===== src/rtl/decoder_scan_if.sv =====
// decoder_scan_if: control and select-output bundle of decoder_scan.
// The controller side (master) drives the enable, mode and code inputs.
// The decoder side (slave) returns the one-hot select, the current code and the wrap pulse.
interface decoder_scan_if #(
  parameter int SEL_W = 3
);
  localparam int OUT_W = 2 ** SEL_W;

  logic             en;
  logic             mode;
  logic [SEL_W-1:0] sel_in;
  logic             load;
  logic [SEL_W-1:0] scan_last;
  logic [OUT_W-1:0] y;
  logic [SEL_W-1:0] cur_sel;
  logic             wrap;

  modport master (
    output en, mode, sel_in, load, scan_last,
    input  y, cur_sel, wrap
  );

  modport slave (
    input  en, mode, sel_in, load, scan_last,
    output y, cur_sel, wrap
  );
endinterface


===== src/rtl/decoder_scan.sv =====
// decoder_scan: registered binary-to-one-hot select generator for display
// digit/row multiplexing. In direct mode it decodes a strobed code. In auto-scan
// mode it steps channels 0..scan_last, holding each channel for DWELL cycles.
// Defining DEC_BLANK_EN builds an all-off gap of BLANK_CYC cycles between
// scan channels. Without DEC_BLANK_EN the channels switch back to back.
//
// state  | meaning
// IDLE   | disabled; y off, channel code and dwell count frozen
// DIRECT | y shows the last latched code, load strobes a new one
// SCAN   | dwell counter running, channel advances at dwell end
// BLANK  | all-off gap after each dwell (DEC_BLANK_EN builds only)
module decoder_scan #(
  parameter int SEL_W     = 3,
  parameter int DWELL     = 4,
  parameter int BLANK_CYC = 2
) (
  input  logic          clk,
  input  logic          rst,
  decoder_scan_if.slave bus
);
  localparam int OUT_W = 2 ** SEL_W;
  localparam int CNT_W = (DWELL > 1) ? $clog2(DWELL) : 1;
  localparam logic [CNT_W-1:0] CNT_LAST = CNT_W'(DWELL - 1);

  if (DWELL < 1) begin : g_bad_dwell
    $error("decoder_scan: DWELL must be >= 1");
  end
  if (BLANK_CYC < 1) begin : g_bad_blank
    $error("decoder_scan: BLANK_CYC must be >= 1");
  end

`ifdef DEC_BLANK_EN
  localparam int BCNT_W = (BLANK_CYC > 1) ? $clog2(BLANK_CYC) : 1;
  localparam logic [BCNT_W-1:0] BCNT_LAST = BCNT_W'(BLANK_CYC - 1);

  typedef enum logic [1:0] {ST_IDLE, ST_DIRECT, ST_SCAN, ST_BLANK} state_t;
  logic [BCNT_W-1:0] bcnt_q;
`else
  typedef enum logic [1:0] {ST_IDLE, ST_DIRECT, ST_SCAN} state_t;
`endif

  state_t           state_q;
  logic [SEL_W-1:0] cur_sel_q;
  logic [CNT_W-1:0] cnt_q;
  logic [OUT_W-1:0] y_q;
  logic             wrap_q;

  logic [SEL_W-1:0] next_sel_d;
  logic             next_wrap_d;
  logic             dwell_end_d;

  function automatic logic [OUT_W-1:0] onehot(input logic [SEL_W-1:0] code);
    onehot       = '0;
    onehot[code] = 1'b1;
  endfunction

  // Channel that follows the current one. The >= compare makes a scan_last
  // lowered below the current channel wrap at the end of this dwell.
  always_comb begin
    dwell_end_d = (cnt_q == CNT_LAST);
    next_wrap_d = (cur_sel_q >= bus.scan_last);
    next_sel_d  = next_wrap_d ? '0 : cur_sel_q + SEL_W'(1);
  end

  // Mode FSM with registered select outputs; wrap is a single-cycle pulse.
  always_ff @(posedge clk) begin
    if (rst) begin
      state_q   <= ST_IDLE;
      cur_sel_q <= '0;
      cnt_q     <= '0;
      y_q       <= '0;
      wrap_q    <= 1'b0;
`ifdef DEC_BLANK_EN
      bcnt_q    <= '0;
`endif
    end else begin
      wrap_q <= 1'b0;
      if (!bus.en) begin
        state_q <= ST_IDLE;
        y_q     <= '0;
      end else begin
        case (state_q)
          ST_DIRECT: begin
            if (bus.mode) begin
              // Entering scan always restarts from channel 0 with no wrap pulse.
              state_q   <= ST_SCAN;
              cur_sel_q <= '0;
              cnt_q     <= '0;
              y_q       <= onehot('0);
            end else if (bus.load) begin
              cur_sel_q <= bus.sel_in;
              y_q       <= onehot(bus.sel_in);
            end
          end
`ifdef DEC_BLANK_EN
          ST_BLANK: begin
            if (!bus.mode) begin
              state_q <= ST_DIRECT;
              cnt_q   <= '0;
              y_q     <= onehot(cur_sel_q);
            end else if (bcnt_q == BCNT_LAST) begin
              state_q <= ST_SCAN;
              cnt_q   <= '0;
              y_q     <= onehot(cur_sel_q);
            end else begin
              bcnt_q <= bcnt_q + BCNT_W'(1);
            end
          end
`endif
          default: begin
            // IDLE and SCAN share the scan step. This way, resuming from IDLE
            // continues the dwell that was frozen when en dropped.
            if (!bus.mode) begin
              state_q <= ST_DIRECT;
              y_q     <= onehot(cur_sel_q);
              if (state_q == ST_SCAN) begin
                cnt_q <= '0;
              end
            end else begin
              state_q <= ST_SCAN;
              if (dwell_end_d) begin
                cnt_q     <= '0;
                cur_sel_q <= next_sel_d;
                wrap_q    <= next_wrap_d;
`ifdef DEC_BLANK_EN
                state_q   <= ST_BLANK;
                bcnt_q    <= '0;
                y_q       <= '0;
`else
                y_q       <= onehot(next_sel_d);
`endif
              end else begin
                cnt_q <= cnt_q + CNT_W'(1);
                y_q   <= onehot(cur_sel_q);
              end
            end
          end
        endcase
      end
    end
  end

  assign bus.y       = y_q;
  assign bus.cur_sel = cur_sel_q;
  assign bus.wrap    = wrap_q;
endmodule


===== src/flat_wrapper.sv =====
// flat-port wrapper written by rule: the top's interface ports become plain ports
module decoder_scan_flat 
#(
  parameter int SEL_W     = 3,
  parameter int DWELL     = 4,
  parameter int BLANK_CYC = 2
)
  (clk, rst, bus_en, bus_mode, bus_sel_in, bus_load, bus_scan_last, bus_y, bus_cur_sel, bus_wrap);
  decoder_scan_if #(.SEL_W(SEL_W)) bus_i ();
  input  logic clk;
  input  logic rst;
  input wire logic [$bits(bus_i.en)-1:0] bus_en;
  input wire logic [$bits(bus_i.mode)-1:0] bus_mode;
  input wire logic [$bits(bus_i.sel_in)-1:0] bus_sel_in;
  input wire logic [$bits(bus_i.load)-1:0] bus_load;
  input wire logic [$bits(bus_i.scan_last)-1:0] bus_scan_last;
  output wire logic [$bits(bus_i.y)-1:0] bus_y;
  output wire logic [$bits(bus_i.cur_sel)-1:0] bus_cur_sel;
  output wire logic [$bits(bus_i.wrap)-1:0] bus_wrap;
  assign bus_i.en = bus_en;
  assign bus_i.mode = bus_mode;
  assign bus_i.sel_in = bus_sel_in;
  assign bus_i.load = bus_load;
  assign bus_i.scan_last = bus_scan_last;
  assign bus_y = bus_i.y;
  assign bus_cur_sel = bus_i.cur_sel;
  assign bus_wrap = bus_i.wrap;
  decoder_scan #(.SEL_W(SEL_W), .DWELL(DWELL), .BLANK_CYC(BLANK_CYC)) u_core (.clk(clk), .rst(rst), .bus(bus_i));
endmodule

===== config.mk =====
export PLATFORM = sky130hd
export DESIGN_NAME = decoder_scan_flat
export DESIGN_NICKNAME = d
export VERILOG_FILES = /design/src/rtl/decoder_scan_if.sv /design/src/rtl/decoder_scan.sv /design/src/flat_wrapper.sv
export SDC_FILE = /design/constraint.sdc
export NUM_CORES = 1
export LEC_CHECK = 0
export CAP_MARGIN = 10
export CELL_PAD_IN_SITES_DETAIL_PLACEMENT = 1
export CELL_PAD_IN_SITES_GLOBAL_PLACEMENT = 2
export CORE_MARGIN = 2
export CORE_UTILIZATION = 29
export CTS_CLUSTER_SIZE = 25
export DETAILED_ROUTE_END_ITERATION = 7
export PLACE_DENSITY = 0.74
export RECOVER_POWER = 100
export REMOVE_ABC_BUFFERS = 1
export SYNTH_ARGS = -nofsm -noshare
export SYNTH_HDL_FRONTEND = slang
export SYNTH_SLANG_ARGS = --single-unit
export TNS_END_PERCENT = 20

===== constraint.sdc =====
create_clock -name clk -period 2.06 [get_ports clk]
set_clock_uncertainty 0.15 [all_clocks]
set_input_delay 0.309 -clock clk [delete_from_list [all_inputs] [get_ports clk]]
set_output_delay 0.309 -clock clk [all_outputs]
set_load 0.01 [all_outputs]

==> out/summary.txt <==
Max Freq - 517 MHz
Synth Flop Type - dfxtp_1
final WL - 3260 um
data required time of the critical path - 2.09 ns
gp weighted congestion - 0.816
share of the synthesized area in the top cell type - 29.5%
Syn Area/Cell - 8.36 um2
Slew HR - 66.6%
final HPWL from detailed placement - 2500 um
measured slew at the worst slew-check pin - 0.501 ns
WL per Instance - 15.6 um
Min-Delay Path Class - flip-flop to flip-flop
Starting Density - 29.9%
launch point of the worst path - bus_scan_last[2]
DRC - 0
Worst path max stage delay - 0.45 ns
Synth Warn # - 0
worst-path cell chain - clkdlybuf4s50_1 > inv_1 > ha_1 > a21o_1 > a31oi_4 > buf_4 > nand3b_1 > a41oi_1
layout cells sized above 1 - 15.5%
crit end category - flip-flop
final max-slew violation count - 0
crit-path max FO - 8
RSZ-0062 raised after global routing - no
global routing's busiest layer - met2
RR Startpoint - u_core.bus.cur_sel[0]$_SDFFE_PP0P_
pin count of the biggest net entering global routing - 13
M1 GR Usage - 21.2%
setup violators final - 0
top post-synthesis cells by area - dfxtp_1, ha_1, a31oi_1
Power Total - 762 uW
die width - 65.2 um
most common cell after layout, fill and taps aside - dfxtp_1
H-tree Lvls - 1
share of synthesized registers carrying an async set or reset - 0%
DP Cell Count - 205
top-level I/O count - 23
flop and latch count out of synthesis - 16
CTS buffer count - 3
Clock Pin Slew Worst Setup and Hold Paths - 0.07 ns
run status - completed
die footprint - 4250 um2
Synth Instances - 130
Post-DRT Antenna Nets - 0
initial antenna violation count - 0
fin crit period - 1.93 ns
ANT cells - 0
worst skew pair latency - 0.25 ns
Leak - 0.541 nW
met3 Use GR - 3.60%
most frequent cells in the layout - dfxtp_1, dlygate4sd3_1, buf_4
vias per cell - 5.30
Fin. Hold Viols - 0
1st-iter DRT viols - 27
Vias - 1108
P&R area growth vs syn - 35.3%
Cell Area, Synth - 1090 um2
Rows - 22
Port Buffers - 22
Hold Path Origin - u_core.cnt_q[1]$_SDFFE_PP0P_
Root Buffer - clkbuf_8
Post-CTS Setup Repair Bufs - 0
max cap viols - 0
first-pass GRT wire length - 5470 um
Sink Count - 16
CP top delay family - buffers and inverters
Die Height - 65.2 um
fill count - 448
Core Box Area - 3630 um2
VDD IR max - 0.227 mV
Power Density - 518 nW/um2
total track usage - 16.7%
Post-synth EDFFs - 0
Finished Layout Cells - 209
DR pass1 iterations - 4
worst setup path class - primary input to flip-flop
Data arrival, critical path - 1.96 ns
CTS tree - done
critical path's slowest cell - clkdlybuf4s50_1
largest area contributor in the netlist - dfxtp_1
CP startpoint kind - primary input
vias in the first global route - 1100
routing usage on met2 - 28.6%
Yosys cell types - 45
final net count - 178
clk buf depth - 2
grt total ovfl - 0
post-synthesis sequential area ratio - 29.5%
Bufs and invs on worst path - 3
Final Cycle Share - 93.9%
[path summary, 6_finish.rpt]
path	end	slack, ns	cells past startpoint
min	u_core.cnt_q[1]$_SDFFE_PP0P_	0.39	2
max	u_core.bus.y[5]$_SDFFE_PP0P_	0.13	8
max reg2reg	u_core.bus.y[3]$_SDFFE_PP0P_	0.27	6
min reg2reg	u_core.cnt_q[1]$_SDFFE_PP0P_	0.39	2
[per-stage QoR]
stage / hold slack, ns / area, um2 / setup WS [ns] / util, % / setup TNS [ns]
after floorplan: 0.231 / 1030 / -0.0674 / - / -0.0674
after global placement: 0.350 / 1410 / -0.180 / 38.8 / -1.58
after detailed placement: 0.387 / 1410 / -0.213 / 38.8 / -1.90
after CTS: 0.400 / 1470 / 0.0537 / 40.4 / 0
after global routing: 0.426 / 1470 / 0.00614 / 40.5 / 0
final: 0.390 / 1470 / 0.127 / 40.5 / 0
[final cells by class]
class / instances / area (um2) / area share, %
clock buffer: 4 / 55.1 / 3.74
inverter: 4 / 15.0 / 1.02
multi-input combinational: 102 / 707 / 48.0
sequential: 16 / 320 / 21.8
tap: 48 / 60.1 / 4.08
timing repair buffer: 35 / 314 / 21.3
[cells by family (layout without fill, tap and decap cells)]
logic type                 count (synthesis)  after routing  share of synthesized area [%]
and+or+nand+nor                           56             56                           32.2
AOI/OAI and AO/OA                         40             40                           24.7
DFF                                       16             16                           29.5
buffers and inverters                     12             43                           6.33
adders and majority gates                  5              5                           5.75
xor gates and xnor gates                   1              1                           1.50
[registers in the layout, summed over array words and instances, names as in the netlist]
name / count
u_core.bus.cur_sel: 3
u_core.bus.wrap: 1
u_core.bus.y: 8
u_core.cnt_q: 2
u_core.state_q: 2
[worst min-delay path: stages (launching register included)]
cell	delay [ns]
dfxtp_1	0.32
a21oi_1	0.12
a211oi_1	0.06
[power by group]
group / switching (mW) / internal, mW
logic: 0.0814 / 0.0707
registers: 0.00577 / 0.318
clock network: 0.116 / 0.170
[cells in the mapped netlist, drive strengths merged, types with 3 or more instances]
master and number:
nand3b 4, and2 3, nand2b 5, buf 7, nand3 5, o21ai 11, a31oi 9, dfxtp 16
or3 3, nor2 10, nand4 3, nand2 7, a32oi 3, inv 4, a21oi 6, nand4b 3
ha 5
[per-layer routing]
layer  vias up  wire (um)
li1        557          -
met3         0        104
met5         -          0
met2        25       1570
met4         0          0
met1       526       1590
[repair_timing]
action | in CTS | in global routing
hold buffers | 0 | 0
endpoints found under the setup margin | 0 | 10
gates resized for setup | 0 | 1
(Power assumes the default switching activity.)
